<file path="src/rtl/wb_arbiter2_pkg.sv">
// Shared types and constants for the two-master Wishbone arbiter.
package wb_arb_pkg;

  typedef enum logic [1:0] {
    IDLE = 2'd0,
    GNT0 = 2'd1,
    GNT1 = 2'd2
  } arb_state_e;

  localparam logic [2:0] CTI_CLASSIC = 3'b000;
  localparam logic [2:0] CTI_INCR    = 3'b010;
  localparam logic [2:0] CTI_END     = 3'b111;

endpackage

</file>
<file path="src/rtl/wb_arbiter2_if.sv">
// 32-bit Wishbone bundle; master drives the request, slave drives the response.
interface wshb_if;

  logic        cyc;
  logic        stb;
  logic        we;
  logic [31:0] adr;
  logic [3:0]  sel;
  logic [31:0] dat_ms;
  logic [2:0]  cti;
  logic [1:0]  bte;
  logic        ack;
  logic [31:0] dat_sm;
  logic        err;
  logic        rty;

  modport master (
    output cyc, stb, we, adr, sel, dat_ms, cti, bte,
    input  ack, dat_sm, err, rty
  );

  modport slave (
    input  cyc, stb, we, adr, sel, dat_ms, cti, bte,
    output ack, dat_sm, err, rty
  );

endinterface

</file>
<file path="src/rtl/wb_arbiter2_watchdog.sv">
// Stalled-access watchdog: counts unacknowledged strobe cycles and flags
// expiry on the cycle the count reaches TIMEOUT-1.
module wb_watchdog #(
  parameter int TIMEOUT = 16
) (
  input  logic clk,
  input  logic rst,
  input  logic run,
  input  logic clear,
  output logic expire
);

  localparam logic [7:0] LAST = 8'(TIMEOUT - 1);

  logic [7:0] cnt_q;
  logic [7:0] cnt_d;

  // run already excludes ack, so a coincident ack suppresses expiry
  assign expire = run && (cnt_q == LAST);

  // next count: clear/expire restart from zero, otherwise count stalled cycles
  always_comb begin
    cnt_d = cnt_q;
    if (clear || expire) begin
      cnt_d = '0;
    end else if (run) begin
      cnt_d = cnt_q + 8'd1;
    end
  end

  // counter register
  always_ff @(posedge clk or negedge rst) begin
    if (!rst) begin
      cnt_q <= '0;
    end else begin
      cnt_q <= cnt_d;
    end
  end

endmodule

</file>
<file path="src/rtl/wb_arbiter2.sv">
// Two-master Wishbone arbiter with round-robin tie break, cycle-locked grant
// and a watchdog that terminates stalled accesses with err.
module wb_arbiter2
  import wb_arb_pkg::*;
#(
  parameter int TIMEOUT = 16
) (
  input  logic   clk,
  input  logic   rst,
  wshb_if.slave  wb_m0,
  wshb_if.slave  wb_m1,
  wshb_if.master wb_s
);

  if (TIMEOUT < 2 || TIMEOUT > 255) begin : g_bad_timeout
    $error("wb_arbiter2: TIMEOUT must be within 2..255");
  end

  arb_state_e state_q;
  arb_state_e state_d;
  logic       last_gnt_q;
  logic       last_gnt_d;
  logic       gnt_stb;
  logic       wd_run;
  logic       wd_clear;
  logic       expire;

  // next grant: hold while the owner keeps cyc, hand over directly on release
  always_comb begin
    state_d    = state_q;
    last_gnt_d = last_gnt_q;
    case (state_q)
      IDLE: begin
        if (wb_m0.cyc && wb_m1.cyc) begin
          state_d = last_gnt_q ? GNT0 : GNT1;
        end else if (wb_m0.cyc) begin
          state_d = GNT0;
        end else if (wb_m1.cyc) begin
          state_d = GNT1;
        end
      end
      GNT0: begin
        if (!wb_m0.cyc) begin
          last_gnt_d = 1'b0;
          state_d    = wb_m1.cyc ? GNT1 : IDLE;
        end
      end
      GNT1: begin
        if (!wb_m1.cyc) begin
          last_gnt_d = 1'b1;
          state_d    = wb_m0.cyc ? GNT0 : IDLE;
        end
      end
      default: state_d = IDLE;
    endcase
  end

  // grant state and round-robin history
  always_ff @(posedge clk or negedge rst) begin
    if (!rst) begin
      state_q    <= IDLE;
      last_gnt_q <= 1'b1;
    end else begin
      state_q    <= state_d;
      last_gnt_q <= last_gnt_d;
    end
  end

  // watchdog sees the owner's raw strobe so the forced-low stb cannot loop back
  assign gnt_stb  = (state_q == GNT0) ? wb_m0.stb :
                    (state_q == GNT1) ? wb_m1.stb : 1'b0;
  assign wd_run   = gnt_stb && !wb_s.ack;
  assign wd_clear = !gnt_stb || wb_s.ack || (state_d != state_q);

  wb_watchdog #(
    .TIMEOUT(TIMEOUT)
  ) u_watchdog (
    .clk   (clk),
    .rst   (rst),
    .run   (wd_run),
    .clear (wd_clear),
    .expire(expire)
  );

  // bus mux: owner routed straight through, everything else held at zero
  always_comb begin
    wb_s.cyc     = 1'b0;
    wb_s.stb     = 1'b0;
    wb_s.we      = 1'b0;
    wb_s.adr     = '0;
    wb_s.sel     = '0;
    wb_s.dat_ms  = '0;
    wb_s.cti     = '0;
    wb_s.bte     = '0;
    wb_m0.ack    = 1'b0;
    wb_m0.dat_sm = '0;
    wb_m0.err    = 1'b0;
    wb_m0.rty    = 1'b0;
    wb_m1.ack    = 1'b0;
    wb_m1.dat_sm = '0;
    wb_m1.err    = 1'b0;
    wb_m1.rty    = 1'b0;
    case (state_q)
      GNT0: begin
        wb_s.cyc     = wb_m0.cyc;
        wb_s.stb     = wb_m0.stb && !expire;
        wb_s.we      = wb_m0.we;
        wb_s.adr     = wb_m0.adr;
        wb_s.sel     = wb_m0.sel;
        wb_s.dat_ms  = wb_m0.dat_ms;
        wb_s.cti     = wb_m0.cti;
        wb_s.bte     = wb_m0.bte;
        wb_m0.ack    = wb_s.ack;
        wb_m0.dat_sm = wb_s.dat_sm;
        wb_m0.err    = wb_s.err || expire;
        wb_m0.rty    = wb_s.rty;
      end
      GNT1: begin
        wb_s.cyc     = wb_m1.cyc;
        wb_s.stb     = wb_m1.stb && !expire;
        wb_s.we      = wb_m1.we;
        wb_s.adr     = wb_m1.adr;
        wb_s.sel     = wb_m1.sel;
        wb_s.dat_ms  = wb_m1.dat_ms;
        wb_s.cti     = wb_m1.cti;
        wb_s.bte     = wb_m1.bte;
        wb_m1.ack    = wb_s.ack;
        wb_m1.dat_sm = wb_s.dat_sm;
        wb_m1.err    = wb_s.err || expire;
        wb_m1.rty    = wb_s.rty;
      end
      default: ;
    endcase
  end

endmodule

</file>
<file path="src/flat_wrapper.sv">
// flat-port wrapper written by rule: the top's interface ports become plain ports
module wb_arbiter2_flat import wb_arb_pkg::*;
#(
  parameter int TIMEOUT = 16
)
  (clk, rst, wb_m0_cyc, wb_m0_stb, wb_m0_we, wb_m0_adr, wb_m0_sel, wb_m0_dat_ms, wb_m0_cti, wb_m0_bte, wb_m0_ack, wb_m0_dat_sm, wb_m0_err, wb_m0_rty, wb_m1_cyc, wb_m1_stb, wb_m1_we, wb_m1_adr, wb_m1_sel, wb_m1_dat_ms, wb_m1_cti, wb_m1_bte, wb_m1_ack, wb_m1_dat_sm, wb_m1_err, wb_m1_rty, wb_s_cyc, wb_s_stb, wb_s_we, wb_s_adr, wb_s_sel, wb_s_dat_ms, wb_s_cti, wb_s_bte, wb_s_ack, wb_s_dat_sm, wb_s_err, wb_s_rty);
  wshb_if wb_m0_i ();
  wshb_if wb_m1_i ();
  wshb_if wb_s_i ();
  input  logic clk;
  input  logic rst;
  input wire logic [$bits(wb_m0_i.cyc)-1:0] wb_m0_cyc;
  input wire logic [$bits(wb_m0_i.stb)-1:0] wb_m0_stb;
  input wire logic [$bits(wb_m0_i.we)-1:0] wb_m0_we;
  input wire logic [$bits(wb_m0_i.adr)-1:0] wb_m0_adr;
  input wire logic [$bits(wb_m0_i.sel)-1:0] wb_m0_sel;
  input wire logic [$bits(wb_m0_i.dat_ms)-1:0] wb_m0_dat_ms;
  input wire logic [$bits(wb_m0_i.cti)-1:0] wb_m0_cti;
  input wire logic [$bits(wb_m0_i.bte)-1:0] wb_m0_bte;
  output wire logic [$bits(wb_m0_i.ack)-1:0] wb_m0_ack;
  output wire logic [$bits(wb_m0_i.dat_sm)-1:0] wb_m0_dat_sm;
  output wire logic [$bits(wb_m0_i.err)-1:0] wb_m0_err;
  output wire logic [$bits(wb_m0_i.rty)-1:0] wb_m0_rty;
  input wire logic [$bits(wb_m1_i.cyc)-1:0] wb_m1_cyc;
  input wire logic [$bits(wb_m1_i.stb)-1:0] wb_m1_stb;
  input wire logic [$bits(wb_m1_i.we)-1:0] wb_m1_we;
  input wire logic [$bits(wb_m1_i.adr)-1:0] wb_m1_adr;
  input wire logic [$bits(wb_m1_i.sel)-1:0] wb_m1_sel;
  input wire logic [$bits(wb_m1_i.dat_ms)-1:0] wb_m1_dat_ms;
  input wire logic [$bits(wb_m1_i.cti)-1:0] wb_m1_cti;
  input wire logic [$bits(wb_m1_i.bte)-1:0] wb_m1_bte;
  output wire logic [$bits(wb_m1_i.ack)-1:0] wb_m1_ack;
  output wire logic [$bits(wb_m1_i.dat_sm)-1:0] wb_m1_dat_sm;
  output wire logic [$bits(wb_m1_i.err)-1:0] wb_m1_err;
  output wire logic [$bits(wb_m1_i.rty)-1:0] wb_m1_rty;
  output wire logic [$bits(wb_s_i.cyc)-1:0] wb_s_cyc;
  output wire logic [$bits(wb_s_i.stb)-1:0] wb_s_stb;
  output wire logic [$bits(wb_s_i.we)-1:0] wb_s_we;
  output wire logic [$bits(wb_s_i.adr)-1:0] wb_s_adr;
  output wire logic [$bits(wb_s_i.sel)-1:0] wb_s_sel;
  output wire logic [$bits(wb_s_i.dat_ms)-1:0] wb_s_dat_ms;
  output wire logic [$bits(wb_s_i.cti)-1:0] wb_s_cti;
  output wire logic [$bits(wb_s_i.bte)-1:0] wb_s_bte;
  input wire logic [$bits(wb_s_i.ack)-1:0] wb_s_ack;
  input wire logic [$bits(wb_s_i.dat_sm)-1:0] wb_s_dat_sm;
  input wire logic [$bits(wb_s_i.err)-1:0] wb_s_err;
  input wire logic [$bits(wb_s_i.rty)-1:0] wb_s_rty;
  assign wb_m0_i.cyc = wb_m0_cyc;
  assign wb_m0_i.stb = wb_m0_stb;
  assign wb_m0_i.we = wb_m0_we;
  assign wb_m0_i.adr = wb_m0_adr;
  assign wb_m0_i.sel = wb_m0_sel;
  assign wb_m0_i.dat_ms = wb_m0_dat_ms;
  assign wb_m0_i.cti = wb_m0_cti;
  assign wb_m0_i.bte = wb_m0_bte;
  assign wb_m0_ack = wb_m0_i.ack;
  assign wb_m0_dat_sm = wb_m0_i.dat_sm;
  assign wb_m0_err = wb_m0_i.err;
  assign wb_m0_rty = wb_m0_i.rty;
  assign wb_m1_i.cyc = wb_m1_cyc;
  assign wb_m1_i.stb = wb_m1_stb;
  assign wb_m1_i.we = wb_m1_we;
  assign wb_m1_i.adr = wb_m1_adr;
  assign wb_m1_i.sel = wb_m1_sel;
  assign wb_m1_i.dat_ms = wb_m1_dat_ms;
  assign wb_m1_i.cti = wb_m1_cti;
  assign wb_m1_i.bte = wb_m1_bte;
  assign wb_m1_ack = wb_m1_i.ack;
  assign wb_m1_dat_sm = wb_m1_i.dat_sm;
  assign wb_m1_err = wb_m1_i.err;
  assign wb_m1_rty = wb_m1_i.rty;
  assign wb_s_cyc = wb_s_i.cyc;
  assign wb_s_stb = wb_s_i.stb;
  assign wb_s_we = wb_s_i.we;
  assign wb_s_adr = wb_s_i.adr;
  assign wb_s_sel = wb_s_i.sel;
  assign wb_s_dat_ms = wb_s_i.dat_ms;
  assign wb_s_cti = wb_s_i.cti;
  assign wb_s_bte = wb_s_i.bte;
  assign wb_s_i.ack = wb_s_ack;
  assign wb_s_i.dat_sm = wb_s_dat_sm;
  assign wb_s_i.err = wb_s_err;
  assign wb_s_i.rty = wb_s_rty;
  wb_arbiter2 #(.TIMEOUT(TIMEOUT)) u_core (.clk(clk), .rst(rst), .wb_m0(wb_m0_i), .wb_m1(wb_m1_i), .wb_s(wb_s_i));
endmodule
</file>
<file path="config.mk">
export PLATFORM = sky130hd
export DESIGN_NAME = wb_arbiter2_flat
export DESIGN_NICKNAME = d
export VERILOG_FILES = /design/src/rtl/wb_arbiter2_pkg.sv /design/src/rtl/wb_arbiter2_if.sv /design/src/rtl/wb_arbiter2_watchdog.sv /design/src/rtl/wb_arbiter2.sv /design/src/flat_wrapper.sv
export SDC_FILE = /design/constraint.sdc
export NUM_CORES = 1
export LEC_CHECK = 0
export CORE_AREA = 2 2 132 134
export DETAILED_ROUTE_END_ITERATION = 6
export DIE_AREA = 0 0 134 136
export SLEW_MARGIN = 10
export SYNTH_ARGS = -nofsm -noshare
export SYNTH_HDL_FRONTEND = slang
export SYNTH_SLANG_ARGS = --single-unit
</file>
<file path="constraint.sdc">
create_clock -name clk -period 2.6 [get_ports clk]
set_input_delay 0.26 -clock clk [delete_from_list [all_inputs] [get_ports clk]]
set_output_delay 0.26 -clock clk [all_outputs]
set_load 0.02 [all_outputs]
</file>
==> metrics.yaml, run 1 <==
status:
  status: "finished clean"
floorplanning:
  die_area_um2: 18200
  ios: 335
  fp.dieH_um: 136
  die_width_um: 134
  rows: 48
  core_um2: 16900
  floorplan.initialDensity: 0.148
power:
  vdd_drop_max_v: 0.000369
  p_seq_frac: 0.043
  power.switching_mw: 2.55
  power_switching_share: 0.478
  p_int_mw: 2.79
  p_comb_frac: 0.906
  pwr-share-clk: 0.052
  leakagePower_nw: 2.24
  power_density_nw_per_um2: 850
min_path:
  hold_class: "primary input to async pin"
synthesis:
  syn_area_um2: 2500
  async_reset_ff_frac: 1.00
  syn_area_per_cell_um2: 7.20
  synthCells: 348
  yosysMostFrequentCell: "nor2b_1"
  yosysTopAreaCellShare: 0.228
  ys_ff_latch: 11
  synth_common_cells: "77 x nor2b_1, 76 x a22oi_1, 69 x and2_1"
  netlist_top_cells_area: "a22oi_1 23%, nor2b_1 19%, and2_1 17%, dfrtp_1 10%, nor3_2 3.6%"
  synth_edf_count: 0
  synth_cell_type_count: 39
  yosys_warnings: 0
  ys_seq_area_frac: 0.110
  syn_nets: 543
  synth_top_cell_by_area: "a22oi_1"
  ys.flop_type: "dfrtp_1"
global_route:
  track_usage: 0.153
  gr-total-overflow: 0
  grt_max_degree: 56
  antenna_found_initial: 0
  grt_pass1_wl_um: 22200
  grt_pass1_vias: 3833
sta:
  slew_headroom: 0.495
  post-route-period-util: 0.946
  setup_tns_ns: 0
  worst_pin_slew_ns: 0.755
  finClkSkew_ns: 0.00118
  layout_min_cycle_time_ns: 2.46
  final-hold-violation-count: 0
  worst_hold_slack_ns: 0.373
  maxSlewViolCount: 0
  max_freq_mhz: 407
  rsz0062_at_grt: "false"
  setup_viol: 0
worst_setup_path:
  worstPathRequired_ns: 2.34
  arrival_ns: 2.20
  worstSetupEndpointType: "output port"
  critPathLaunchType: "flop"
  cp_max_fo: 55
  cp-startpoint: "u_core.state_q[0]$_DFF_PN0_"
  critPathKind: "flop to output port"
  reg2reg_from: "u_core.state_q[1]$_DFF_PN0_"
layout:
  layout-drive-gt1-share: 0.0602
  post-route-util: 0.372
  nets: 860
  final_cells: 889
  design_area_um2: 6280
  areaGrowthSynthToFinish_pct: 151
  diodes: 0
placed_design:
  dpl-instance-area_um2: 6160
  dp.final_hpwl_um: 12500
  place.gp.congestion: 0.767
  placedCellCount: 883
  portBuffers: 334
clocking:
  cts_tree: "done"
  cts_buffers: 3
  cts_root_buf: "clkbuf_16"
  cts_buffer_depth: 2
  clock-sinks: 11
  cts_max_level: 1
  clk_latency_ns: 0.23
  cts.clk_slew.worst_paths_ns: 0.04
detailed_routing:
  via_per_inst: 4.38
  drt-total-wl_um: 15500
  routedWlPerCell_um: 17.4
  drtIter0Drc: 204
  vias: 3895
  drc: 0
  drtAntennaViolNets: 0
  dr.pass1.iters: 4
flow_run:
  max_cap_viol_count: 0
[state kept, by name, summed over array words and instances (netlist names)]
| signal | flops |
|---|---|
| u_core.u_watchdog.cnt_q | 8 |
| u_core.state_q | 2 |
| u_core.last_gnt_q | 1 |
[layer usage]
metal	wire (um)	global-route usage
met1	6210	0.190
met4	178	0.0230
met3	1550	0.0466
met5	0	0
met2	7520	0.267
[final timing paths]
| path | to | slack (ns) | cells after the start |
|---|---|---|---|
| worst min-delay path | u_core.u_watchdog.cnt_q[5]$_DFFE_PN0P_ | 0.37 | 1 |
| worst max register to register | u_core.u_watchdog.cnt_q[0]$_DFFE_PN0P_ | 0.58 | 6 |
| worst max-delay path | wb_s_dat_ms[7] | 0.14 | 6 |
| max in group asynchronous | u_core.last_gnt_q$_DFFE_PN1P_ | 1.87 | 1 |
| min in group clk | u_core.last_gnt_q$_DFFE_PN1P_ | 0.58 | 1 |
| worst min register to register | u_core.last_gnt_q$_DFFE_PN1P_ | 0.58 | 1 |
[power by group through the flow]
stage	registers, mW	clock network, mW	logic (mW)
after floorplan	0.237	0	2.62
after global placement	0.226	0	4.80
after detailed placement	0.228	0	4.83
after CTS	0.226	0.283	4.86
after global routing	0.232	0.292	5.18
final	0.228	0.276	4.83
[layout by cell type (no fill, tap or decap), types with 3 or more instances in the layout]
cell type,n
a21oi_1,7
a22oi_1,76
and2_1,69
buf_12,6
buf_4,8
clkbuf_16,3
clkdlybuf4s50_1,330
dfrtp_1,10
dlymetal6s2s_1,3
ha_1,3
inv_1,3
nand2_1,6
nand2b_1,3
nand3_1,8
nor2_1,3
nor2b_1,77
nor3_1,3
nor3_2,9
o211ai_1,3
o21a_1,3
[cells by family (layout without fill, tap and decap cells)]
group	after synthesis	in the layout	synth area share
buf+inv	40	356	0.0619
xor+xnor	3	3	0.0105
fa+ha+maj	6	6	0.0300
simple gates	184	184	0.462
flops	11	11	0.110
compound gates	102	102	0.316
mux	2	2	0.00899
[through the flow]
stage | power, mW | setup slack [ns]
2_1_floorplan | 2.85 | 0.431
3_3_place_gp | 5.03 | 0.326
3_5_place_dp | 5.06 | 0.289
4_1_cts | 5.37 | 0.0256
5_1_grt | 5.70 | 0.0189
6_report | 5.34 | 0.141
[area by class of cell]
class / instances / area (um2)
Sequential cell: 11 / 277
Clock buffer: 4 / 78.8
Timing Repair Buffer: 347 / 3520
Multi-Input combinational cell: 297 / 2100
Tap cell: 225 / 282
Inverter: 5 / 18.8
Fill cell: 1655 / 10600
[worst max-delay path, stage by stage, from the launching register on]
cell and delay [ns]:
dfrtp_1 0.38, inv_2 0.14, ha_4 0.25, buf_12 0.22, a22oi_1 0.13, nor2b_1 0.16, clkdlybuf4s50_1 0.62
[timing repair]
item	4_1_cts	5_1_grt
setup endpoints to repair	0	53
hold buffers	0	0
resized for setup	0	5
hold endpoints to repair	0	0
buffers inserted	0	2
(Power assumes the default switching activity.)
==> run 2, diff against run 1 <==
--- a/config.mk
+++ b/config.mk
@@ -8,6 +8,7 @@
 export CORE_AREA = 2 2 132 134
 export DETAILED_ROUTE_END_ITERATION = 6
 export DIE_AREA = 0 0 134 136
+export PLACE_DENSITY = 0.64
 export SLEW_MARGIN = 10
 export SYNTH_ARGS = -nofsm -noshare
 export SYNTH_HDL_FRONTEND = slang
==> run 2 against run 1 <==
  * Via count is 1.8% lower
  * Cell count down 0.11%
  * Routed wire length down 2.8%
  * Count of clock-buffer cells in the layout did not move
  * Critical path depth did not move
  * Setup slack got worse by 0.073 ns
  * Combinational power is essentially flat
  * Register-to-register slack got worse by 0.22 ns
  * Utilization is 0.089 points lower
  * First-iteration DRC count decreased by 29%
  * Worst hold slack worse by 0.0026 ns
  * Final area down 0.24%
  * Largest power group unchanged
==> metrics.yaml, run 2 (synthesized netlist as in run 1, its figures left out) <==
layout:
  multiInputGateArea_um2: 2100  # unchanged
  n_fill_cell: 1718  # +3.8%
  layout_commonest_cell: "clkdlybuf4s50_1"
  layout-drive-gt1-share: 0.0545  # -0.00578
  largestRegisters: "u_core.u_watchdog.cnt_q: 8 flops, u_core.state_q: 2 flops, u_core.last_gnt_q: 1 flops"
  nets: 857  # -0.35%
  regMostFlops: "u_core.u_watchdog.cnt_q"
  areaGrowthSynthToFinish_pct: 150
  layout_common_cells: "326 x clkdlybuf4s50_1, 77 x nor2b_1, 76 x a22oi_1, 69 x and2_1, 10 x dfrtp_1"
  largest_reg_flops: 8  # unchanged
  seqCellArea_um2: 277  # unchanged
detailed_routing:
  drt-total-wl_um: 15000  # -2.8%
  drtIter0Drc: 145  # -29%
  drtAntennaViolNets: 0  # unchanged
  dr.pass1.iters: 4  # unchanged
  routedWlPerCell_um: 16.9  # -2.7%
  drc: 0  # unchanged
  vias: 3826  # -1.8%
  via_per_inst: 4.31  # -1.7%
flow_run:
  max_cap_viol_count: 0  # unchanged
power:
  vdd_drop_max_v: 0.000434  # +17%
  power_mw: 5.31  # -0.43%
  leakagePower_nw: 2.29  # +2.0%
  power_density_nw_per_um2: 848  # -0.19%
clocking:
  cts_tree: "done"
  post_cts_resized: 5  # +5
  cts_buffer_depth: 2  # unchanged
  cts_root_buf: "clkbuf_16"
  cts.clk_slew.worst_paths_ns: 0.04  # about the same
  clock-sinks: 11  # unchanged
  cts_buffers: 3  # unchanged
  hold_buffers: 0  # unchanged
  clk_latency_ns: 0.24  # about the same
  cts_max_level: 1  # unchanged
  post_cts_buffers: 0  # unchanged
floorplanning:
  fp.dieH_um: 136  # unchanged
  floorplan.initialDensity: 0.148  # unchanged
  ios: 335  # unchanged
  rows: 48  # unchanged
  die_width_um: 134  # unchanged
  die_area_um2: 18200  # unchanged
  core_um2: 16900  # unchanged
sta:
  setup_viol: 0  # unchanged
  maxSlewViolCount: 0  # unchanged
  worst_pin_slew_ns: 0.769  # +0.0140 ns
  slew_headroom: 0.486  # -0.00934
  final-hold-violation-count: 0  # unchanged
  finClkSkew_ns: 0.00522  # +0.00403 ns
  layout_min_cycle_time_ns: 2.53  # +0.0733 ns
  rsz0062_at_grt: "false"
  post-route-period-util: 0.974  # +0.0282
  setup_tns_ns: 0  # unchanged
  max_freq_mhz: 395  # -2.9%
worst_setup_path:
  critPathKind: "flop to output port"
  r2r_cells: 7  # +1
  worstPathRequired_ns: 2.34  # about the same
  cp_max_fo: 62  # +13%
  worstSetupEndpointType: "output port"
  critPathLaunchType: "flop"
  rrSetupSlack_ns: 0.36  # -0.22 ns
  arrival_ns: 2.27  # +0.07 ns
global_route:
  grt_max_degree: 64  # +14%
  antenna_found_initial: 2  # +2
  track_usage: 0.148  # -0.00589
  grt_pass1_vias: 3853  # +0.52%
  grt_pass1_wl_um: 21400  # -3.7%
  gr-total-overflow: 0  # unchanged
placed_design:
  portBuffers: 334  # unchanged
  dp.final_hpwl_um: 12000  # -4.0%
  place.gp.congestion: 0.789  # +2.8%
min_path:
  hold_class: "primary input to async pin"
status:
  status: "finished clean"
run 2: cell types whose count changed in the layout (fill, tap and decap cells not counted):
| cell | before | now |
|---|---|---|
| dlygate4sd2_1 | 0 | 2 |
| buf_16 | 0 | 1 |
| diode_2 | 0 | 2 |
| clkdlybuf4s50_1 | 330 | 326 |
| dlymetal6s2s_1 | 3 | 6 |
| buf_12 | 6 | 4 |
| buf_4 | 8 | 5 |
run 2: worst paths after layout:
path | from | to
worst max-delay path | u_core.state_q[0]$_DFF_PN0_ | wb_s_dat_ms[12]
worst min-delay path | rst | u_core.state_q[0]$_DFF_PN0_
worst max register to register | u_core.state_q[0]$_DFF_PN0_ | u_core.u_watchdog.cnt_q[6]$_DFFE_PN0P_
worst min register to register | u_core.last_gnt_q$_DFFE_PN1P_ | u_core.last_gnt_q$_DFFE_PN1P_
max in group asynchronous | rst | u_core.last_gnt_q$_DFFE_PN1P_
min in group clk | u_core.last_gnt_q$_DFFE_PN1P_ | u_core.last_gnt_q$_DFFE_PN1P_
run 2: layout make-up:
| type | count | area share |
|---|---|---|
| clock buffers | 4 | 0.0126 |
| inverters | 5 | 0.00300 |
| flip-flops and latches | 11 | 0.0441 |
| multi-input cells | 297 | 0.336 |
| repair buffers | 344 | 0.559 |
| diodes | 2 | 0.000799 |
| well taps | 225 | 0.0449 |
run 2: worst max-delay path, cell delays in order, from the launching register on:
cell	delay (ns)
dfrtp_1	0.44
inv_2	0.16
ha_4	0.21
buf_16	0.25
a22oi_1	0.15
nor2b_1	0.12
clkdlybuf4s50_1	0.65
run 2: where the power goes:
| part | switching (mW) | internal [mW] | leakage, nW |
|---|---|---|---|
| Combinational | 2.45 | 2.34 | 2.10 |
| Clock | 0.0796 | 0.206 | 0.0382 |
| Sequential | 0.0288 | 0.203 | 0.147 |
run 2: layer usage:
| metal | vias to the layer above | part of all wire | track usage |
|---|---|---|---|
| met2 | 207 | 0.48 | 0.254 |
| met5 | - | 0 | 0 |
| met4 | 0 | 0.011 | 0.0343 |
| met1 | 1746 | 0.41 | 0.179 |
| li1 | 1862 | - | - |
| met3 | 11 | 0.099 | 0.0470 |
run 2: stage by stage:
stage	utilization	area (um2)	worst slack (ns)	hold WS [ns]	instances
floorplan	-	2500	0.431	-0.0356	348
global placement	0.365	6160	0.134	0.562	882
detailed placement	0.365	6160	0.158	0.562	882
CTS	0.370	6240	0.0776	0.391	886
global route	0.371	6260	0.00560	0.396	888
finish	0.371	6260	0.0675	0.371	888
==> run 3, diff against run 2 <==
--- a/config.mk
+++ b/config.mk
@@ -8,6 +8,7 @@
 export CORE_AREA = 2 2 132 134
 export DETAILED_ROUTE_END_ITERATION = 6
 export DIE_AREA = 0 0 134 136
+export GPL_ROUTABILITY_DRIVEN = 0
 export PLACE_DENSITY = 0.64
 export SLEW_MARGIN = 10
 export SYNTH_ARGS = -nofsm -noshare
==> results of run 3 <==
The final DEF is identical to that of run 2; final timing and power are the same.
